`src/rtl/npu_seq_pkg.sv`:
```
// Shared types and encodings for the NPU frame sequencer.
// Latency: n/a (types, constants and a pure decode function).
// Backpressure: n/a.
package npu_seq_pkg;

  typedef enum logic [3:0] {
    S_LOAD,
    S_ISSUE,
    S_WAIT_NPU,
    S_STORE,
    S_TX_PREP,
    S_TX_SEND,
    S_TX_WAIT,
    S_DONE,
    S_ERR
  } state_t;

  localparam logic [1:0] PH_LOAD    = 2'd0;
  localparam logic [1:0] PH_COMPUTE = 2'd1;
  localparam logic [1:0] PH_TX      = 2'd2;
  localparam logic [1:0] PH_END     = 2'd3;

  // Four 16-bit result words per group, sent one byte at a time.
  localparam int BYTES_PER_GROUP = 8;
  localparam logic [2:0] LAST_TX_BYTE = 3'(BYTES_PER_GROUP - 1);

  // Coarse frame phase reported to the host for each state.
  function automatic logic [1:0] phase_of(input state_t s);
    case (s)
      S_LOAD:                           phase_of = PH_LOAD;
      S_ISSUE, S_WAIT_NPU, S_STORE:     phase_of = PH_COMPUTE;
      S_TX_PREP, S_TX_SEND, S_TX_WAIT:  phase_of = PH_TX;
      default:                          phase_of = PH_END;
    endcase
  endfunction

endpackage

```
`src/rtl/seq_timeout_counter.sv`:
```
// Watchdog counter: expire is high on the LIMIT-th consecutive enabled cycle.
// Latency: expire is decoded from the registered count (same cycle as the count match).
// Backpressure: none; LIMIT=0 disables the watchdog and expire never asserts.
module seq_timeout_counter
  import npu_seq_pkg::*;
#(
  parameter int LIMIT = 1023
) (
  input  logic clk,
  input  logic rst,
  input  logic clr,
  input  logic en,
  output logic expire
);

  localparam int W = (LIMIT < 2) ? 1 : $clog2(LIMIT + 1);
  localparam logic [W-1:0] LAST = W'((LIMIT == 0) ? 0 : LIMIT - 1);

  logic [W-1:0] cnt;

  assign expire = (LIMIT != 0) && en && (cnt == LAST);

  // Count enabled cycles; hold at the expiry value so the count never wraps.
  always_ff @(posedge clk or negedge rst) begin
    if (!rst) begin
      cnt <= '0;
    end else if (clr) begin
      cnt <= '0;
    end else if (en && !expire && (LIMIT != 0)) begin
      cnt <= cnt + W'(1);
    end
  end

endmodule

```
`src/rtl/npu_sequencer.sv`:
```
// Frame sequencer: load UART bytes, issue NPU groups, store results, stream them back.
// Latency: last rx_done -> npu_enable next cycle; npu_done -> out_we next cycle; tx_done -> tx_en in 1 (same group) or 2 cycles.
// Backpressure: waits indefinitely on rx_done/tx_done; npu_done wait is watchdog-bounded unless NPU_TIMEOUT is 0.
module npu_sequencer
  import npu_seq_pkg::*;
#(
  parameter int IMG_BYTES    = 65536,
  parameter int NUM_GROUPS   = 8192,
  parameter int GROUP_STRIDE = 8,
  parameter int ADDR_W       = 16,
  parameter int NPU_TIMEOUT  = 1023
) (
  input  logic              clk,
  input  logic              rst,
  input  logic              clear,
  input  logic              rx_done,
  output logic              mem_we,
  output logic [ADDR_W-1:0] mem_addr,
  output logic              npu_enable,
  input  logic              npu_done,
  output logic              out_we,
  output logic [ADDR_W-1:0] out_addr,
  output logic              tx_en,
  output logic [2:0]        tx_byte_sel,
  input  logic              tx_done,
  output logic [1:0]        phase,
  output logic              frame_done,
  output logic              error,
  output logic              rx_overrun
);

  localparam int BW = (IMG_BYTES < 2) ? 1 : $clog2(IMG_BYTES);
  localparam int GW = (NUM_GROUPS < 2) ? 1 : $clog2(NUM_GROUPS);
  localparam logic [BW-1:0] LAST_BYTE  = BW'(IMG_BYTES - 1);
  localparam logic [GW-1:0] LAST_GROUP = GW'(NUM_GROUPS - 1);

  state_t          state, state_n;
  logic [BW-1:0]   byte_cnt, byte_cnt_n;
  logic [GW-1:0]   group, group_n;
  logic [2:0]      byte_idx, byte_idx_n;
  logic [ADDR_W-1:0] group_base_n;
  logic            npu_expire;

  // Input-memory base of the group about to be issued; truncation is intended.
  assign group_base_n = ADDR_W'(32'(group_n) * 32'(GROUP_STRIDE));

  seq_timeout_counter #(
    .LIMIT (NPU_TIMEOUT)
  ) u_npu_watchdog (
    .clk    (clk),
    .rst    (rst),
    .clr    ((state != S_WAIT_NPU) || clear),
    .en     (state == S_WAIT_NPU),
    .expire (npu_expire)
  );

  // Next state and counter values; clear overrides everything, counters saturate.
  always_comb begin
    state_n    = state;
    byte_cnt_n = byte_cnt;
    group_n    = group;
    byte_idx_n = byte_idx;
    if (clear) begin
      state_n    = S_LOAD;
      byte_cnt_n = '0;
      group_n    = '0;
      byte_idx_n = '0;
    end else begin
      case (state)
        S_LOAD: begin
          if (rx_done) begin
            if (byte_cnt == LAST_BYTE) begin
              state_n = S_ISSUE;
              group_n = '0;
            end else begin
              byte_cnt_n = byte_cnt + BW'(1);
            end
          end
        end
        S_ISSUE: state_n = S_WAIT_NPU;
        S_WAIT_NPU: begin
          // A result arriving on the expiry cycle still counts.
          if (npu_done) begin
            state_n = S_STORE;
          end else if (npu_expire) begin
            state_n = S_ERR;
          end
        end
        S_STORE: begin
          if (group == LAST_GROUP) begin
            state_n    = S_TX_PREP;
            group_n    = '0;
            byte_idx_n = '0;
          end else begin
            state_n = S_ISSUE;
            group_n = group + GW'(1);
          end
        end
        S_TX_PREP: state_n = S_TX_SEND;
        S_TX_SEND: state_n = S_TX_WAIT;
        S_TX_WAIT: begin
          if (tx_done) begin
            if (byte_idx != LAST_TX_BYTE) begin
              state_n    = S_TX_SEND;
              byte_idx_n = byte_idx + 3'd1;
            end else if (group != LAST_GROUP) begin
              state_n    = S_TX_PREP;
              group_n    = group + GW'(1);
              byte_idx_n = '0;
            end else begin
              state_n = S_DONE;
            end
          end
        end
        default: state_n = state;
      endcase
    end
  end

  // State, counters and all outputs registered from the next-state decode.
  always_ff @(posedge clk or negedge rst) begin
    if (!rst) begin
      state       <= S_LOAD;
      byte_cnt    <= '0;
      group       <= '0;
      byte_idx    <= '0;
      mem_we      <= 1'b1;
      mem_addr    <= '0;
      npu_enable  <= 1'b0;
      out_we      <= 1'b0;
      out_addr    <= '0;
      tx_en       <= 1'b0;
      tx_byte_sel <= '0;
      phase       <= PH_LOAD;
      frame_done  <= 1'b0;
      error       <= 1'b0;
      rx_overrun  <= 1'b0;
    end else begin
      state       <= state_n;
      byte_cnt    <= byte_cnt_n;
      group       <= group_n;
      byte_idx    <= byte_idx_n;
      mem_we      <= (state_n == S_LOAD);
      npu_enable  <= (state_n == S_ISSUE);
      out_we      <= (state_n == S_STORE);
      tx_en       <= (state_n == S_TX_SEND);
      frame_done  <= (state_n == S_DONE);
      error       <= (state_n == S_ERR);
      phase       <= phase_of(state_n);
      out_addr    <= ADDR_W'(group_n);
      tx_byte_sel <= byte_idx_n;
      if (state_n == S_LOAD) begin
        mem_addr <= ADDR_W'(byte_cnt_n);
      end else if (state_n == S_ISSUE) begin
        mem_addr <= group_base_n;
      end
      if (clear) begin
        rx_overrun <= 1'b0;
      end else if (rx_done && (state != S_LOAD)) begin
        rx_overrun <= 1'b1;
      end
    end
  end

endmodule

```
`config.mk`:
```
export PLATFORM = sky130hd
export DESIGN_NAME = npu_sequencer
export DESIGN_NICKNAME = d
export VERILOG_FILES = /design/src/rtl/npu_seq_pkg.sv /design/src/rtl/seq_timeout_counter.sv /design/src/rtl/npu_sequencer.sv
export SDC_FILE = /design/constraint.sdc
export NUM_CORES = 1
export LEC_CHECK = 0
export CORE_AREA = 2 2 92 94
export DETAILED_ROUTE_END_ITERATION = 7
export DIE_AREA = 0 0 94 96
export PLACE_DENSITY_LB_ADDON = 0.1
export SYNTH_ARGS = -nofsm -noshare
export SYNTH_HDL_FRONTEND = slang
export SYNTH_SLANG_ARGS = --single-unit
export TNS_END_PERCENT = 20
```
`constraint.sdc`:
```
create_clock -name clk -period 2.8 [get_ports clk]
set_clock_uncertainty 0.15 [all_clocks]
set_input_delay 0.84 -clock clk [delete_from_list [all_inputs] [get_ports clk]]
set_output_delay 0.84 -clock clk [all_outputs]
set_load 0.05 [all_outputs]
```
Word-level counts from Yosys, hierarchy flattened
Index checks and enable logic that the tools add are counted.

$add $sub $neg: 4. $mul: 0. Divide/modulo/power cells: 0. Magnitude comparators: 0. Equality and inequality tests: 23. Shifts and indexed selects: 0. Muxes and demuxes: 35. Bitwise logic cells: 0. Reduce and logical (&&, ||, !) cells: 15.

Operators with widths (count): 16-bit two-way mux (6); 13-bit two-way mux (7); 13-bit case mux with 3 select lines (1); 4-bit by 3-bit == test with 1-bit output (second input constant) (7); 4-bit case mux with 7 select lines (1); 4-bit two-way mux (6); 10-bit two-way mux (2); 3-bit two-way mux (6); 16-bit by 1-bit adder with 16-bit output (second input constant) (1); 16-bit == test (second input constant) (1); 4-bit by 2-bit == test with 1-bit output (second input constant) (4); 13-bit by 1-bit adder with 13-bit output (second input constant) (1); 13-bit == test (second input constant) (1); 13-bit != test (second input constant) (1); 10-bit by 1-bit adder with 10-bit output (second input constant) (1); 10-bit == test (second input constant) (1); 3-bit != test (second input constant) (3); 4-bit by 1-bit == test with 1-bit output (second input constant) (2); 4-bit logical NOT (2); 2-bit case mux with 3 select lines (1); 3-bit case mux with 2 select lines (1); 2-bit nonzero test (3); 3-bit OR reduction (2); 4-bit == test (second input constant) (1); 11 further kinds (15).

Bits in registers: 71. Latch bits: 0. RAM bits: 0. ROM bits: 0. Input port bits: 6. Logic and storage cells: 91. Memories: 0.

Depth between registers and ports, before layout
Depth in word-level cells: 9. Depth in mapped cells: 10. Mapped depth without buffers: 10.

Hierarchy
From an unflattened synthesis, not the netlist that was laid out.

Cells, all modules: 451. Area total of the unflattened synthesis: 4045.1 um^2.

By module, submodules not included: npu_sequencer (times used 1, cells an instance 393, area an instance 3475.8 um^2); seq_timeout_counter (times used 1, cells an instance 58, area an instance 569.3 um^2).

Worst setup path after synthesis
Ideal clock, no wire load.

Path kind: register to register. Start: reg out_addr[0] (netlist name). End: reg mem_addr[4]. Arrival: 2.625 ns. Data required time: 2.563 ns. Slack: -0.061 ns. Cell stages (with the launch flop): 10. Buffers on the path: 0. Cell sequence: dfrtp_1 ha_1 nand3_2 nor4_4 inv_2 o311ai_2 o211a_4 inv_2 or4_1 o211ai_1.

RTL lines: end signal: assignment (line npu_sequencer.sv:153) `mem_addr <= ADDR_W'(byte_cnt_n);`; end signal: assignment (line npu_sequencer.sv:155) `mem_addr <= group_base_n;`; end: declaration (line npu_sequencer.sv:18) `output logic [ADDR_W-1:0] mem_addr,`.

Final worst setup path
Start: in rx_done. End: reg mem_addr[4].

Word-level cells in the longest chain between the ends: 5. Elaborated cells between the ends (all ways): 14. Classes of those cells: eq/ne (1); mux (11); reduce/logical (2).

Ends and longest elaborated chain: start: declaration (line npu_sequencer.sv:16) `input logic rx_done,`; 4-bit two-way mux / 13-bit two-way mux (equally long branches) (line npu_sequencer.sv:71) `if (rx_done) begin`; 4-bit case mux with 7 select lines / 13-bit case mux with 3 select lines (equally long branches) (line npu_sequencer.sv:69) `case (state)`; 4-bit two-way mux / 13-bit two-way mux (equally long branches) (line npu_sequencer.sv:63) `if (clear) begin`; 4-bit by 1-bit == test with 1-bit output (tied with other cells) (line npu_sequencer.sv:154) `end else if (state_n == S_ISSUE) begin`; 2-bit nonzero test (no line) / 16-bit two-way mux (equally long branches).

Several ways; a longest one is shown, not always the timed one. The select of a mux whose other input is x is not followed. A chain may end at the register's enable or synchronous reset.

==> results.json <==
{
  "status": "finished, final reports clean",
  "r2r-start": "out_addr[7]",
  "p_sw_w": 0.0005078,
  "synth_top_cell_by_area": "dfrtp_1",
  "dp_hpwl_mm": 8.081,
  "critPathMaxFanout": 4,
  "grt_max_degree": 23,
  "groute.usage.overall_pct": 25.34,
  "powerDensity_nw_per_um2": 427.9,
  "share_comb_of_total_power_pct": 5.5,
  "cts_htree_levels": 3,
  "cts_sinks": 71,
  "final_core_util_pct": 63.92,
  "p_int_w": 0.001694,
  "cts_inserted_buffers": 9,
  "ir_worst_vdd_mv": 0.2587,
  "cap_violations": 0,
  "stdcell_count": 613,
  "cts-root-buf": "clkbuf_8",
  "placementRows": 33,
  "mappedNetlistArea_um2": 3920,
  "fin_crit_sh_pct": 98.05,
  "cp-end-kind": "flip-flop",
  "crit_buf_inv": 3,
  "dp.cells": 597,
  "die-area_um2": 9024,
  "io_buffers": 46,
  "cts_buffer_depth": 2,
  "grt_first_pass_wirelength_mm": 17.33,
  "worst_path_most_repeated_cell": "buf_4",
  "synth_warnings": 0,
  "ys.flop_type": "dfrtp_1",
  "max_freq_mhz": 364.2,
  "max_stage_delay_ns": 0.49,
  "drtIter0Drc": 177,
  "yosysTopAreaCellShare_pct": 44.69,
  "swShare_pct": 23.06,
  "fillers": 697,
  "grt_pass1_vias": 3477,
  "chipWidth_um": 94,
  "path_class": "input port to flip-flop",
  "cts_tree": "yes",
  "setup_viol": 0,
  "yosysSeqAreaShare_pct": 45.36,
  "cts_setup_buffers": 0,
  "grt-ovfl-total": 0,
  "core_um2": 8051,
  "cp.required_ns": 2.92,
  "hold_viol_final": 0,
  "io_pins": 50,
  "place.gp.congestion": 0.9024,
  "path_delay_family": "buffers and inverters",
  "die_h_um": 96,
  "initial_core_util_pct": 48.69,
  "period_needed_ns": 2.746,
  "reg2reg_depth": 8,
  "crit_chain": "clkdlybuf4s50_1, buf_4, nand3_1, buf_4, a2111oi_1, xnor2_1, or4_1, o211ai_1",
  "diodes": 0,
  "area_growth_pct": 31.28,
  "synthTopCellsByArea": "dfrtp_1 (45%), nor2_1 (4.1%), nand2_1 (3.0%)",
  "leakage_nw": 2.258,
  "r2r_slack_ns": 0.17,
  "wire_per_inst_um": 17.46,
  "drive_above_1_share_pct": 21.65,
  "synth_seq_cells": 71,
  "route.detailed.drc": 0,
  "cpMaxStageDelayCell": "clkdlybuf4s50_1",
  "max_slew_margin_pct": 58.13,
  "whs_ns": 0.2233,
  "vias": 3592,
  "wl_mm": 10.70,
  "ys_types": 73,
  "worst_hold_path_type": "input port to asynchronous set/reset pin",
  "seq_area_um2": 1783,
  "cp.arrival_ns": 2.87,
  "synth.avg_cell_area_um2": 9.655,
  "clkPwrFrac_pct": 47.4,
  "antenna_found_initial": 0,
  "total_power_w": 0.002202,
  "clock_latency_ns": 0.36,
  "drtPass1Iterations": 5,
  "drtAntennaViolNets": 0,
  "rsz0062_at_grt": "false",
  "netlist_instances": 406,
  "drt-vias-per-instance": 5.860,
  "multi_input_area_um2": 2029,
  "synth_edf_count": 0,
  "power_frac_seq_pct": 47.2,
  "rr_endpoint": "mem_addr[3]",
  "layout.nets": 516,
  "path_clk_slew_ns": 0.08,
  "worstSetupStartpointType": "input port",
  "async_reset_ff_share_pct": 100.0,
  "slew_violations": 0,
  "worstMarginPinSlew_ns": 0.6223
}
sequential cells by signal (all words and copies together) (netlist names):
signal,cells
tx_en,1
error,1
mem_we,1
rx_overrun,1
mem_addr,16
frame_done,1
byte_idx,3
u_npu_watchdog.cnt,10
npu_enable,1
byte_cnt,16
phase,2
out_we,1
out_addr,13
state,4
how the worst max path moves through the flow:
stage	from	endpoint	slack, ns	depth (start not counted)
floorplan	out_addr[1]	mem_addr[4]	-0.04	9
global placement	npu_done	mem_addr[3]	-0.29	8
detailed placement	npu_done	mem_addr[3]	-0.30	8
CTS	out_addr[1]	mem_addr[3]	-0.004	8
global route	rx_done	mem_addr[4]	0.009	8
finish	rx_done	mem_addr[4]	0.05	8
stage by stage:
| step | instance area, um2 | setup TNS [ns] | setup slack [ns] |
|---|---|---|---|
| floorplan | 3931 | -0.05695 | -0.03503 |
| global placement | 4855 | -4.637 | -0.2938 |
| detailed placement | 4855 | -5.030 | -0.2993 |
| CTS | 5107 | -0.004191 | -0.004191 |
| global route | 5146 | 0 | 0.009390 |
| finish | 5146 | 0 | 0.05446 |
cell families after synthesis:
kind of cell	synth area share (%)
adders and majority gates	2.234
other	0.09566
DFF	45.36
xor gates and xnor gates	3.575
buffers and inverters	3.958
and+or+nand+nor	25.57
AOI/OAI and AO/OA	18.45
muxes	0.7661
area by class of cell:
type	instances	area share (%)
inverters	13	0.9482
clock inverters	6	2.237
flip-flops and latches	71	34.65
repair buffers	105	17.51
well taps	105	2.553
multi-input cells	303	39.44
clock buffers	10	2.674
layer usage:
metal / share of wire [%] / vias to the layer above / GRT usage, %
li1: - / 1709 / -
met4: 1.5 / 0 / 9.179
met5: 0 / - / 0
met3: 5.0 / 16 / 5.795
met1: 46 / 1770 / 35.39
met2: 47 / 97 / 38.87
layout by cell type, fill, tap and decap left out, types with 4 or more instances in the layout:
master and n:
a211o_1 6, a211oi_1 5, a21oi_1 17, a221o_1 11, and2_1 8, and3_1 6
buf_4 59, clkbuf_8 10, clkdlybuf4s50_1 44, dfrtp_1 66, dfrtp_2 4, ha_1 7
inv_1 10, nand2_1 31, nand3_1 18, nand3b_1 4, nand4_1 9, nor2_1 42
nor3_1 14, nor4_1 8, o211ai_1 6, o21ai_0 11, or3_1 4, or4_1 4
xnor2_1 11, xor2_1 5
cells in the mapped netlist, types with 7 or more instances:
cell type / number
dfrtp_1: 70
nor2_1: 43
nand2_1: 31
nand3_1: 19
a21oi_1: 18
nor3_1: 14
a221o_1: 11
o21ai_0: 11
xnor2_1: 11
clkbuf_1: 10
inv_1: 10
nand4_1: 9
and2_1: 8
nor4_1: 8
ha_1: 7
power by group through the flow:
stage                     Combinational, W  Clock (W)  Sequential [W]
after floorplan                  0.0000443          0         0.00107
after global placement            0.000119          0         0.00106
after detailed placement          0.000121          0         0.00106
after CTS                         0.000121    0.00106         0.00104
after global routing              0.000133    0.00110         0.00104
final                             0.000121    0.00104         0.00104
repair_timing:
item,in CTS,in global routing
setup endpoints to repair,1,16
hold endpoints to repair,0,0
resized for setup,0,8
pin swaps,0,1
hold buffers,0,0
Power figures use the tool's default switching activity.
